### config.mk
export PLATFORM = sky130hd
export DESIGN_NAME = data_path
export DESIGN_NICKNAME = d
export VERILOG_FILES = /design/src/rtl/data_path_pkg.sv /design/src/rtl/data_path_alu_8bit.sv /design/src/rtl/data_path.sv
export SDC_FILE = /design/constraint.sdc
export NUM_CORES = 1
export LEC_CHECK = 0
export CORE_ASPECT_RATIO = 0.75
export CORE_UTILIZATION = 40
export DETAILED_ROUTE_END_ITERATION = 6
export DONT_BUFFER_PORTS = 1
export GPL_ROUTABILITY_DRIVEN = 0
export PLACE_DENSITY_LB_ADDON = 0.05
export SLEW_MARGIN = 20
export SYNTH_ARGS = -nofsm -noshare
export SYNTH_HDL_FRONTEND = slang
export SYNTH_SLANG_ARGS = --single-unit
### constraint.sdc
create_clock -name Clk -period 4.77 [get_ports Clk]
set_input_delay 0 -clock Clk [delete_from_list [all_inputs] [get_ports Clk]]
set_output_delay 0 -clock Clk [all_outputs]
set_load 0.1 [all_outputs]
### src/rtl/data_path_pkg.sv
// data_path_pkg: shared ALU/bus select encodings and CCR bit positions for the datapath
package data_path_pkg;

    localparam int CCR_W = 4;
    localparam int CCR_N = 3;
    localparam int CCR_Z = 2;
    localparam int CCR_V = 1;
    localparam int CCR_C = 0;

    typedef enum logic [2:0] {
        ALU_ADD = 3'b000,
        ALU_SUB = 3'b001,
        ALU_AND = 3'b010,
        ALU_OR  = 3'b011,
        ALU_INC = 3'b100,
        ALU_DEC = 3'b101,
        ALU_XOR = 3'b110,
        ALU_NOT = 3'b111
    } alu_op_e;

    typedef enum logic [1:0] {
        BUS1_PC   = 2'b00,
        BUS1_A    = 2'b01,
        BUS1_B    = 2'b10,
        BUS1_ZERO = 2'b11
    } bus1_sel_e;

    typedef enum logic [1:0] {
        BUS2_ALU  = 2'b00,
        BUS2_BUS1 = 2'b01,
        BUS2_MEM  = 2'b10,
        BUS2_ZERO = 2'b11
    } bus2_sel_e;

    function automatic logic is_arith(input alu_op_e op);
        return op == ALU_ADD || op == ALU_SUB || op == ALU_INC || op == ALU_DEC;
    endfunction

endpackage

### src/rtl/data_path_alu_8bit.sv
// alu_8bit: combinational ALU, X from Bus1 and Y from the B register, producing result and NZVC
module alu_8bit
    import data_path_pkg::*;
#(
    parameter int W = 8
) (
    input  logic [W-1:0]     X,
    input  logic [W-1:0]     Y,
    input  logic [2:0]       ALU_Sel,
    output logic [W-1:0]     Result,
    output logic [CCR_W-1:0] NZVC
);

    alu_op_e      op;
    logic [W-1:0] y_op;
    logic         sub;
    logic [W:0]   ext;
    logic         v_add;
    logic         v_sub;

    // INC/DEC reuse the adder with a constant 1; bit W of the extended result is carry or borrow
    always_comb begin
        op     = alu_op_e'(ALU_Sel);
        y_op   = (op == ALU_INC || op == ALU_DEC) ? W'(1) : Y;
        sub    = op == ALU_SUB || op == ALU_DEC;
        ext    = sub ? {1'b0, X} - {1'b0, y_op} : {1'b0, X} + {1'b0, y_op};
        v_add  = (X[W-1] == y_op[W-1]) && (ext[W-1] != X[W-1]);
        v_sub  = (X[W-1] != y_op[W-1]) && (ext[W-1] != X[W-1]);
        Result = is_arith(op) ? ext[W-1:0] :
                 op == ALU_AND ? X & Y :
                 op == ALU_OR  ? X | Y :
                 op == ALU_XOR ? X ^ Y : ~X;
        NZVC        = '0;
        NZVC[CCR_N] = Result[W-1];
        NZVC[CCR_Z] = Result == '0;
        NZVC[CCR_V] = is_arith(op) && (sub ? v_sub : v_add);
        NZVC[CCR_C] = is_arith(op) && ext[W];
    end

endmodule

### src/rtl/data_path.sv
// data_path: CPU datapath with IR/MAR/PC/A/B/CCR, two internal buses, ALU and memory interface
module data_path
    import data_path_pkg::*;
#(
    parameter int                DATA_W = 8,
    parameter logic [DATA_W-1:0] PC_RST = '0
) (
    input  logic              Clk,
    input  logic              Reset,
    input  logic              IR_Load,
    input  logic              MAR_Load,
    input  logic              PC_Load,
    input  logic              PC_Inc,
    input  logic              A_Load,
    input  logic              B_Load,
    input  logic              CCR_Load,
    input  logic [2:0]        ALU_Sel,
    input  logic [1:0]        Bus1_Sel,
    input  logic [1:0]        Bus2_Sel,
    input  logic [DATA_W-1:0] from_memory,
    output logic [DATA_W-1:0] address,
    output logic [DATA_W-1:0] to_memory,
    output logic [DATA_W-1:0] IR,
    output logic [CCR_W-1:0]  CCR_Result
);

    logic [DATA_W-1:0] ir_q, ir_d, mar_q, mar_d, pc_q, pc_d, a_q, a_d, b_q, b_d;
    logic [CCR_W-1:0]  ccr_q, ccr_d;
    logic [DATA_W-1:0] bus1, bus2, alu_result;
    logic [CCR_W-1:0]  alu_nzvc;

    alu_8bit #(.W(DATA_W)) u_alu (
        .X       (bus1),
        .Y       (b_q),
        .ALU_Sel (ALU_Sel),
        .Result  (alu_result),
        .NZVC    (alu_nzvc)
    );

    // Bus muxes: Bus1 feeds the ALU and memory write data, Bus2 feeds every register load
    always_comb begin
        bus1 = bus1_sel_e'(Bus1_Sel) == BUS1_PC ? pc_q :
               bus1_sel_e'(Bus1_Sel) == BUS1_A  ? a_q  :
               bus1_sel_e'(Bus1_Sel) == BUS1_B  ? b_q  : '0;
        bus2 = bus2_sel_e'(Bus2_Sel) == BUS2_ALU  ? alu_result :
               bus2_sel_e'(Bus2_Sel) == BUS2_BUS1 ? bus1       :
               bus2_sel_e'(Bus2_Sel) == BUS2_MEM  ? from_memory : '0;
    end

    // Next-state: each register holds unless loaded; PC_Load wins over PC_Inc
    always_comb begin
        ir_d  = IR_Load  ? bus2 : ir_q;
        mar_d = MAR_Load ? bus2 : mar_q;
        a_d   = A_Load   ? bus2 : a_q;
        b_d   = B_Load   ? bus2 : b_q;
        pc_d  = PC_Load  ? bus2 : PC_Inc ? pc_q + DATA_W'(1) : pc_q;
        ccr_d = CCR_Load ? alu_nzvc : ccr_q;
    end

    // Register bank with synchronous active-low reset overriding all loads
    always_ff @(posedge Clk) begin
        if (!Reset) begin
            ir_q  <= '0;
            mar_q <= '0;
            pc_q  <= PC_RST;
            a_q   <= '0;
            b_q   <= '0;
            ccr_q <= '0;
        end else begin
            ir_q  <= ir_d;
            mar_q <= mar_d;
            pc_q  <= pc_d;
            a_q   <= a_d;
            b_q   <= b_d;
            ccr_q <= ccr_d;
        end
    end

    assign address    = mar_q;
    assign to_memory  = bus1;
    assign IR         = ir_q;
    assign CCR_Result = ccr_q;

endmodule

Yosys cells after proc, flatten, opt, wreduce, memory -nomap -nowiden
Cells that the tools add are included.
- add/subtract/negate cells: 3
- $mul: 0
- div/mod/pow operators: 0
- order comparisons: 0
- equal/unequal tests: 13
- shifts and indexed selects: 0
- multiplexer cells: 15
- bitwise logic cells: 4
- reduce and logical (&&, ||, !) cells: 14
- operator list (cell ; number):
    8-bit two-way mux ; 13
    8-bit by 8-bit adder with 9-bit output ; 1
    3-bit == test (second input constant) ; 3
    9-bit two-way mux ; 1
    8-bit by 8-bit subtractor with 9-bit output ; 1
    8-bit by 1-bit adder with 8-bit output (second input constant) ; 1
    8-bit bitwise AND ; 1
    8-bit logical NOT ; 1
    8-bit inverter ; 1
    8-bit bitwise OR ; 1
    8-bit bitwise XOR ; 1
    3-bit by 2-bit == test with 1-bit output (second input constant) ; 2
    1-bit logical OR ; 5
    2-bit by 1-bit == test with 1-bit output (second input constant) ; 2
    2-bit == test (second input constant) ; 2
    1-bit logical AND ; 4
    2-bit logical NOT ; 2
    3-bit by 1-bit == test with 1-bit output (second input constant) ; 1
    3-bit logical NOT ; 1
    1-bit != test ; 2
    2-bit nonzero test ; 1
    1-bit == test ; 1
    1-bit two-way mux ; 1
- register bits: 44
- latch bits: 0
- bits in writable memories: 0
- memory bits (read-only): 0
- output and inout port bits: 28
- logic and storage cells: 55
- memories kept: 0

Depth between registers and ports, before layout
Gate-level depths: netlist of the first run.
- depth after elaboration: 11
- gate-level depth with buffers: 16

Modules after synthesis
A second synthesis of the first run with hierarchy kept.
- cell total of the unflattened synthesis: 393
- area total of the unflattened synthesis: 3330.7 um^2
- modules (own cells, without submodules) (module ; times used ; cells each ; area an instance (um^2)):
    data_path ; 1 ; 224 ; 2050.7
    alu_8bit ; 1 ; 169 ; 1280.0

Worst setup path after synthesis of the first run
OpenSTA, ideal clock, no wires.
- kind: reg-to-reg
- start point: register pc_q[0]
- end point: register ir_q[6], in the netlist IR[6]
- setup time: 0.071 ns
- data arrival time: 3.969 ns
- path slack: 0.730 ns
- stages on the path, launching flop included: 14
- buffers on the path: 0
- clock period less this slack: 4.040 ns
- path through: dfxtp_1 > mux2i_1 > o2bb2ai_1 > inv_1 > ha_1 > inv_1 > fa_1 > a211oi_1 > nor2_1 > nor4_1 > a311oi_1 > o21ai_0 > a221o_1 > a21oi_1
- word-level cells in the longest chain between the ends: 5
- RTL lines (element ; line ; RTL):
    start: declaration ; data_path.sv:27 ; logic [DATA_W-1:0] ir_q, ir_d, mar_q, mar_d, pc_q, pc_d, a_q, a_d, b_q, b_d;
    start signal: assignment ; data_path.sv:72 ; pc_q <= pc_d;
    8-bit two-way mux (*) ; data_path.sv:42 ; bus1 = bus1_sel_e'(Bus1_Sel) == BUS1_PC ? pc_q :
    net to_memory[0] ; data_path.sv:22 ; output logic [DATA_W-1:0] to_memory,
    8-bit by 8-bit adder with 9-bit output / 8-bit by 8-bit subtractor with 9-bit output (equally long branches) ; data_path_alu_8bit.sv:26 ; ext = sub ? {1'b0, X} - {1'b0, y_op} : {1'b0, X} + {1'b0, y_op};
    9-bit two-way mux (*) ; data_path_alu_8bit.sv:26 ;
    8-bit two-way mux (*) ; data_path_alu_8bit.sv:29 ; Result = is_arith(op) ? ext[W-1:0] :
    8-bit two-way mux (*) ; data_path.sv:45 ; bus2 = bus2_sel_e'(Bus2_Sel) == BUS2_ALU ? alu_result :
    end signal: assignment ; data_path.sv:70 ; ir_q <= ir_d;
    end: declaration ; data_path.sv:27 ;
Mark *: on every way through the listed nets, which the timed path passes. The rest lies on a longest branch.
A chain may end at the register's enable or synchronous reset.

Final worst setup path of the first run
- start point: register pc_q[1]
- end point: register mar_q[6], in the netlist address[6]
- word-level cells in the longest chain between the ends: 5
- RTL lines (element ; line ; RTL):
    8-bit two-way mux (*) ; data_path.sv:42 ;
    net to_memory[1] ; data_path.sv:22 ;
    8-bit by 8-bit adder with 9-bit output / 8-bit by 8-bit subtractor with 9-bit output (equally long branches) ; data_path_alu_8bit.sv:26 ;
    9-bit two-way mux (*) ; data_path_alu_8bit.sv:26 ;
    8-bit two-way mux (*) ; data_path_alu_8bit.sv:29 ;
    8-bit two-way mux (*) ; data_path.sv:45 ;
    end signal: assignment ; data_path.sv:71 ; mar_q <= mar_d;
    end: declaration ; data_path.sv:27 ;
Marks and branches as above.

==> metrics, run 1 <==
status=completed; post-synthesis mux area share=0.0737; Post-Layout Cell Count=493; Fin. Hold Viols=0; H-Tree Depth=2; total number of vias=~2800; Slew @ Worst Pin=approximately 1 ns; Max Slew Vio Count=0; Syn Inst Count=388; Root Driver=clkbuf_8; I/O pins=52; ANT nets after route=0; Starting Density=0.421; setup TNS=0 ns; CTS Buf Count=5; share of cells above drive strength 1=0.0740; final clock period utilization by the worst path=0.856; share of the synthesized area in the top cell type=0.279; IO buf count=0; Synth Area in Compound Gates=0.307; crit start category=flip-flop; vias in the first global route=about 2600; Net Sw Frac=0.415; combinational fraction of design power=0.325; Synth Area in Adders=0.109; design area=0.00347 mm^2; synth warn=0; global-route wire length before repair=between 10 and 15 mm; CTS tree=built; NumNets Final=about 440; Cell Area, Synth=0.00316 mm^2; Post-DP Area=around 0.0032 mm^2; synthesized flop and latch total=44; endpoint class of the critical path=flip-flop; asr flop ratio synth=0; cell internal pwr=0.000706 W; DR iter-0 viols=approximately 160; CP max stage cell=fa_1; # placed instances=between 400 and 500; CP Data Required Time=~5 ns; leading post-synthesis cells by cell area=dfxtp_1 28%, ha_1 10%, a21oi_1 7.4%, o21ai_0 7.4%, mux2i_1 3.8%; leading area contributor after synthesis=dfxtp_1; Die ar.=between 0.008 and 0.009 mm^2; unrepaired setup endpoints after global routing=false; Area Growth Syn to Fin=9.78%; cts repair resizes=0; Die Height=79.0 um; WL final=roughly 9.0 mm; Hold WC Path Type=in -> reg; Arr. time, crit path=roughly 4.3 ns; clock share of power=0.245; Post-synth EDFFs=0; DR WL/cell=18.3 um; Sequential Power Share=0.430; Reg clk slew, reported paths=~0.09 ns; antenna violations before repair=1; LEAKAGE=about 1.4 nW; top cells by count, synth=47 x a21oi_1, 47 x o21ai_0, 44 x dfxtp_1, 29 x nor2_1; pwr/cell area=about 350 mW/mm^2; post-CTS setup buffers=0; largest net degree at the start of global routing=37; maxcap violations=0; core area=between 0.007 and 0.008 mm^2; WS Path Type=reg -> reg; total chip power=0.00121 W; clk buf depth=2; Synth Area in XOR/XNOR=0.0388; dpl hpwl=6.67 mm; syn_area_per_cell=8.14 um^2; Setup-failing EPs final=0; post-synth cell types=56; drt pass-1 iters=4; setup slack, reg-to-reg=0.69 ns; Top FF cell, synth=dfxtp_1; Site Rows=27; crit path max fanout=5; Final min period=4.08 ns; Die X-Extent=105 um; TritonCTS Sinks=44; simple-gate area share of the yosys netlist=0.130; GRT Util Overall=0.225; # diodes=0; largest family of logic cells by synthesized area=compound AO/OA/AOI/OAI gates; DRC=0; latest clock arrival within the worst-skew pair=about 0.30 ns; NetSw=between 0.0005 and 0.0006 W; Net Count, Synth=around 440; fmax=between 200 and 250 MHz; sequential fraction of the synthesis area=0.279; peak supply drop=around 0.18 mV; Worst slew margin=0.328; Slowest Stage Delay on Critical Path=between 0.6 and 0.7 ns; clock skew=between 0.006 and 0.007 ns; GRT Residual Overflow=0; Vias/cell=5.77; crit-path cells=mux2i_1 -> nor2_1 -> a21oi_1 -> inv_1 -> fa_1 -> a211oi_1 -> nor2_1 -> a311oi_1 -> o21ai_0 -> a221o_1 -> a21oi_1 -> dlygate4sd3_1
==> routing by layer <==
layer	global-route usage	routed length, um	vias up
li1	-	-	1424
met4	0.0324	34	2
met5	0	14	-
met3	0.0575	624	7
met2	0.305	3300	78
met1	0.354	5050	1334
==> path summary, 6_finish.rpt <==
path / to / from / depth (start not counted)
hold reg to reg: a_q[4] / a_q[4] / 2
setup / recovery: address[6] / pc_q[1] / 12
setup reg to reg: address[6] / pc_q[1] / 12
hold / removal: address[1] / from_memory[1] / 2
==> logic make-up (layout without fill, tap and decap cells) <==
group / after synthesis / count (layout)
muxes: 19 / 19
DFF: 44 / 44
xor gates and xnor gates: 14 / 14
adders and majority gates: 27 / 27
buffers and inverters: 47 / 51
AOI/OAI and AO/OA: 154 / 154
and+or+nand+nor: 83 / 83
==> layout make-up <==
| class | instances | area [um^2] |
|---|---|---|
| well taps | 101 | 126 |
| clock inverters | 3 | 46.3 |
| inverters | 26 | 97.6 |
| flip-flops and latches | 44 | 881 |
| repair buffers | 17 | 160 |
| clock buffers | 5 | 68.8 |
| multi-input cells | 297 | 2090 |
| fillers | 772 | 4030 |
==> power groups by stage <==
stage,Sequential (W),Combinational (W),Clock [W]
after CTS,0.000519,0.000387,0.000301
after detailed placement,0.000527,0.000360,0
after global placement,0.000527,0.000360,0
after global routing,0.000525,0.000433,0.000315
after floorplan,0.000517,0.000312,0
final,0.000519,0.000393,0.000295
==> state kept, by name, summed over array words and instances (netlist names) <==
signal,flops
b_q,8
address,8
IR,8
pc_q,8
CCR_Result,4
a_q,8
==> worst max-delay path: cells and delay by family, from the launching register on <==
kind,cells,cell delay [ns]
AOI/OAI and AO/OA,6,1.62
DFF,1,0.34
and+or+nand+nor,2,0.18
muxes,1,0.13
buffers and inverters,2,1.09
adders and majority gates,1,0.66
==> placed cells by master (no fill, tap or decap), drive strengths merged, types with 2 or more instances in the layout <==
cell type / netlist / layout
nor2: 29 / 29
a221oi: 2 / 2
nand3: 2 / 2
nor3: 5 / 5
o21ai: 47 / 47
o31ai: 3 / 3
mux2: 4 / 4
o21a: 6 / 6
mux4: 3 / 3
nand4: 3 / 3
mux2i: 12 / 12
xnor2: 8 / 8
ha: 26 / 26
nand2: 18 / 18
o21bai: 2 / 2
nor3b: 2 / 2
a2bb2oi: 7 / 7
clkbuf: 17 / 5
a31oi: 7 / 7
a211oi: 14 / 14
inv: 26 / 27
dfxtp: 44 / 44
dlygate4sd3: 0 / 14
nor4: 3 / 3
a21oi: 49 / 49
o211ai: 2 / 2
xor2: 6 / 6
nor2b: 10 / 10
buf: 4 / 3
a21boi: 2 / 2
nand2b: 5 / 5
==> stage by stage <==
step           utilization  setup slack (ns)  hold WS [ns]
2_1_floorplan            -             0.730         0.152
3_3_place_gp         0.428              1.07        0.0911
3_5_place_dp         0.428              1.06        0.0933
4_1_cts              0.463             0.729      0.000554
5_1_grt              0.462             0.394       0.00849
6_report             0.462             0.687        0.0108
==> what timing repair did <==
action / in CTS / in global routing
hold endpoints to repair: 44 / 0
setup endpoints to repair: 0 / 0
hold buffers: 15 / 0
(Power assumes the default switching activity.)
==> inputs of run 2 (changes only) <==
Settings changed: ABC_AREA from default to 1.
==> metrics, run 2 <==
GRT Residual Overflow=0; Worst slew margin=0.290; Site Rows=29; Root Driver=clkbuf_16; # placed instances=approximately 660; Vias/cell=roughly 5.2; post-synth cell types=38; DR iter-0 viols=~270; Synth Area in XOR/XNOR=0.0248; most frequent cells in the layout=101 x nand2_1, 99 x inv_1, 89 x nor2_1; setup slack, reg-to-reg=1.59 ns; Arr. time, crit path=around 3.4 ns; Die ar.=0.00921 mm^2; Die X-Extent=around 110 um; simple-gate area share of the yosys netlist=0.339; most numerous cell in the Yosys netlist=nand2_1; NumNets Final=about 620; DRC=0; vias in the first global route=approximately 3300; Syn Inst Count=between 500 and 600; Cell Area, Synth=roughly 0.0035 mm^2; sequential fraction of the synthesis area=0.250; Reg area=slightly below 900 um^2; Synth Area in Adders=0.0978; Hold WC Path Type=in -> reg; filler cell count=slightly above 900; setup TNS=0 ns; post-synthesis mux area share=0; crit path max fanout=6; DR WL/cell=16.3 um; cts repair resizes=0; status=completed; asr flop ratio synth=0; endpoint class of the critical path=flip-flop; antenna violations before repair=1; Max Slew Vio Count=0; Starting Density=0.416; leading post-synthesis cells by cell area=dfxtp_1 25%, nand2_1 11%, inv_1 11%, nor2_1 9.5%, ha_1 9.2%; H-Tree Depth=2; WL final=between 10 and 15 mm; global-route wire length before repair=~18 mm; Fin. Hold Viols=0; drt pass-1 iters=5; total number of vias=3536; LEAKAGE=2.12 nW; peak supply drop=between 0.3 and 0.4 mV; Synth Area in Compound Gates=0.149; largest net degree at the start of global routing=35; dpl hpwl=roughly 8.4 mm; I/O pins=52; Reg clk slew, reported paths=approximately 0.07 ns; top cells by count, synth=101 x nand2_1, 99 x inv_1, 89 x nor2_1, 44 x dfxtp_1, 44 x nand3_1; Top FF cell, synth=dfxtp_1; largest family of logic cells by synthesized area=simple AND/OR/NAND/NOR gates; fmax=between 300 and 400 MHz; crit start category=flip-flop; CTS Buf Count=5; syn_area_per_cell=6.28 um^2; Die Height=between 80 and 90 um; Post-synth EDFFs=0; ANT nets after route=0; Final min period=~3.2 ns; Net Count, Synth=approximately 600; CTS tree=built; multi-input logic area=roughly 0.0022 mm^2; leading area contributor after synthesis=dfxtp_1; synthesized flop and latch total=between 40 and 50; IO buf count=0; maxcap violations=0; Setup-failing EPs final=0; share of the synthesized area in the top cell type=0.250; GRT Util Overall=0.249; CTS Hold Buffers Added=10; clk buf depth=2; latest clock arrival within the worst-skew pair=0.29 ns; final clock period utilization by the worst path=0.666; post-CTS setup buffers=0; core area=0.00849 mm^2; CP Data Required Time=between 5 and 6 ns; share of cells above drive strength 1=0.0876; Post-Layout Cell Count=just under 700; WS Path Type=reg -> reg; Area Growth Syn to Fin=10.5%; unrepaired setup endpoints after global routing=false; most common cell after layout, fill and taps aside=nand2_1; pwr/cell area=approximately 340 mW/mm^2; Slew @ Worst Pin=1.06 ns; synth warn=0; clock skew=~0.0049 ns; TritonCTS Sinks=44
==> run 2: cell count changes in the layout (fill, tap and decap cells not counted), sizes merged, moves of 6 or more <==
| cell | before | now |
|---|---|---|
| mux2i | 12 | 0 |
| a2bb2oi | 7 | 0 |
| a22oi | 1 | 8 |
| inv | 27 | 109 |
| o211ai | 2 | 8 |
| a21oi | 49 | 30 |
| nor2b | 10 | 0 |
| a211oi | 14 | 0 |
| nand2 | 18 | 103 |
| o21a | 6 | 0 |
| nor2 | 29 | 96 |
| nand3 | 2 | 53 |
==> run 2: through the flow <==
step,power [W],setup WS [ns],hold slack (ns),area (um^2),util
5_1_grt,0.00139,1.32,0.0314,3900,0.459
2_1_floorplan,0.000829,1.85,0.148,3530,-
3_5_place_dp,0.000909,1.70,0.129,3630,0.427
3_3_place_gp,0.000907,1.78,0.126,3630,0.427
4_1_cts,0.00132,1.61,0.00982,3900,0.459
6_report,0.00132,1.59,0.0104,3900,0.459
==> run 2: cell families after synthesis <==
group           Yosys count
xor+xnor                 10
fa+ha+maj                27
compound gates           91
buf+inv                 125
simple gates            265
flops                    44
==> run 2: metal layers <==
layer	GRT usage	share of wire
met3	0.0693	0.083
met4	0.0255	0.0033
met2	0.334	0.38
met1	0.397	0.54
met5	0	0
==> run 2: worst paths after layout <==
kind                            cells past startpoint   start  endpoint
worst max-delay path                               19  b_q[0]   pc_q[3]
worst min-delay path                                4  PC_Inc   pc_q[0]
worst max register to register                     19  b_q[0]   pc_q[3]
worst min register to register                      2  a_q[2]    a_q[2]
==> run 2: critical path, cell delays in order (launching register included) <==
cell and delay (ns):
dfxtp_1 0.35, nor2_1 0.21, ha_1 0.24, nor2_1 0.07, xor2_1 0.16, inv_1 0.05, ha_1 0.35, nand2_1 0.11
inv_1 0.05, nand2_1 0.12, nand2_1 0.09, nand2_1 0.06, nand2_1 0.05, nor2_1 0.11, a21oi_1 0.07, or2_4 0.26
nand3_2 0.08, nand3_2 0.06, dlygate4sd3_1 0.58, inv_2 0.04
==> run 2: where the power goes <==
part | internal, W | leakage [nW] | switching [W]
combinational | 0.000130 | 1.67 | 0.000279
clock | 0.000246 | 0.0798 | 0.000154
sequential | 0.000396 | 0.364 | 0.000115
==> run 2: final cells by class <==
cell class	count	area share
inverter	111	0.109
tap	108	0.0346
antenna	1	0.000642
multi-input combinational	393	0.552
sequential	44	0.226
timing repair buffer	15	0.0353
clock inverter	3	0.0109
clock buffer	5	0.0321
==> inputs of run 3 (changes only) <==
Clock period 4.77 ns to 2.6 ns, I/O delays scaled along.
==> metrics, run 3 (synthesis gave the netlist of run 2 again) <==
LEAKAGE=2.39 nW; NumNets Final=667; clk buf depth=2; GRT Util Overall=0.247; global-route wire length before repair=between 15 and 20 mm; Starting Density=0.416; Slew @ Worst Pin=about 0.69 ns; Area Growth Syn to Fin=25.0%; fmax=just under 400 MHz; peak supply drop=between 0.3 and 0.4 mV; Post-DP Area=~0.004 mm^2; Worst setup endpoint=pc_q[6]; Hold WC Path Type=in -> reg; design area=~0.0044 mm^2; crit start category=flip-flop; CTS Buf Count=5; cell internal pwr=0.00160 W; Arr. time, crit path=2.77 ns; Vias/cell=around 5.1; Max Slew Vio Count=0; Reg clk slew, reported paths=0.06 ns; Die ar.=0.00921 mm^2; filler cell count=slightly below 900; Die X-Extent=110 um; DRC=0; TritonCTS Sinks=44; latest clock arrival within the worst-skew pair=about 0.29 ns; antenna violations before repair=0; Net Sw Frac=0.400; Critical R2R Launch=b_q[0]; CP Data Required Time=~2.8 ns; unrepaired setup endpoints after global routing=true; maxcap violations=0; multi-input logic area=around 0.0023 mm^2; DR WL/cell=15.6 um; Site Rows=29; ANT nets after route=0; Worst slew margin=0.539; Final min period=2.53 ns; most common cell after layout, fill and taps aside=inv_1; core area=about 0.0085 mm^2; GRT Residual Overflow=0; share of cells above drive strength 1=0.219; DR iter-0 viols=roughly 300; clock share of power=0.294; endpoint class of the critical path=flip-flop; Root Driver=clkbuf_16; drt pass-1 iters=5; Crit path top cell by count=nand2_1; # placed instances=roughly 710; WS Path Type=reg -> reg; vias in the first global route=~3400; Slowest Stage Delay on Critical Path=about 0.33 ns; total number of vias=between 3000 and 4000; crit path max fanout=5; Setup-failing EPs final=0; WL final=~11 mm; CP max stage cell=dfxtp_2; hold_sp=MAR_Load; final clock period utilization by the worst path=0.973; H-Tree Depth=2; setup slack, reg-to-reg=between 0.06 and 0.07 ns; setup TNS=0 ns; Post-Layout Cell Count=725; CTS tree=built; worst reg2reg endpoint=pc_q[6]; pwr/cell area=about 600 mW/mm^2; most frequent cells in the layout=94 x inv_1, 91 x nand2_1, 83 x nor2_1; status=completed; total chip power=between 0.002 and 0.003 W; # diodes=0; dpl hpwl=8.64 mm; crit-path cells=nor2_4 -> nand3_2 -> nor2_2 -> nand2_1 -> nand2_1 -> xor2_1 -> inv_1 -> ha_4 -> nand2_2 -> inv_2 -> nand4_1 -> nand3_1 -> nand2_1 -> nand3_2 -> nand2_2 -> o21ai_4 -> o211ai_1 -> inv_1; R2R cell count=18; Reg area=883 um^2; NetSw=between 0.001 and 0.0015 W; Sequential Power Share=0.286; clock skew=0.00477 ns; largest net degree at the start of global routing=27; Critical path origin=b_q[0]; I/O pins=52; Fin. Hold Viols=0; Die Height=approximately 83 um; combinational fraction of design power=0.420; IO buf count=0
-- run 3: power groups by stage --
stage          Clock, W  Sequential [W]  Combinational [W]
2_1_floorplan         0        0.000938           0.000584
3_3_place_gp          0        0.000772           0.000998
3_5_place_dp          0        0.000773            0.00100
4_1_cts        0.000794        0.000758            0.00104
5_1_grt        0.000817        0.000765            0.00122
6_report       0.000782        0.000760            0.00112
-- run 3: stage by stage --
| stage | hold WS, ns | utilization | setup slack, ns |
|---|---|---|---|
| 2_1_floorplan | 0.148 | - | 0.0255 |
| 3_3_place_gp | 0.127 | 0.469 | -0.0861 |
| 3_5_place_dp | 0.131 | 0.469 | -0.141 |
| 4_1_cts | 0.00831 | 0.502 | 0.000545 |
| 5_1_grt | 0.0357 | 0.520 | -0.0748 |
| 6_report | 0.00511 | 0.520 | 0.0694 |
-- run 3: final cells by class --
type	instances	area share
clock buffers	7	0.0346
inverters	111	0.0961
clock inverters	1	0.00680
repair buffers	61	0.109
multi-input cells	393	0.523
flip-flops and latches	44	0.200
well taps	108	0.0306
-- run 3: worst min path at each step --
stage | to | slack, ns | cells past startpoint
CTS | a_q[4] | 0.008 | 3
global route | a_q[0] | 0.04 | 3
global placement | pc_q[3] | 0.13 | 2
detailed placement | pc_q[3] | 0.13 | 2
floorplan | b_q[2] | 0.15 | 2
finish | address[6] | 0.005 | 3
-- run 3: timing repair --
action                                  CTS  global route
pin swaps                                 1            14
endpoints found under the hold margin    37             0
endpoints found under the setup margin   14            32
hold buffers                              9             0
resized for setup                         5            42
setup buffers                             0             2
-- run 3: per-layer routing --
layer,global-route usage,part of all wire,up-vias,wire (um)
met4,0.0667,0.0097,0,110
met1,0.388,0.52,1676,5870
met3,0.0460,0.080,11,901
li1,-,-,1888,-
met2,0.337,0.39,130,4400
met5,0,0,-,0
-- run 3: critical path: cells and delay by family (launching register included) --
family | cells | cell delay [ns]
compound gates | 2 | 0.43
flops | 1 | 0.33
buf+inv | 3 | 0.21
fa+ha+maj | 1 | 0.30
simple gates | 11 | 1.06
xor+xnor | 1 | 0.14
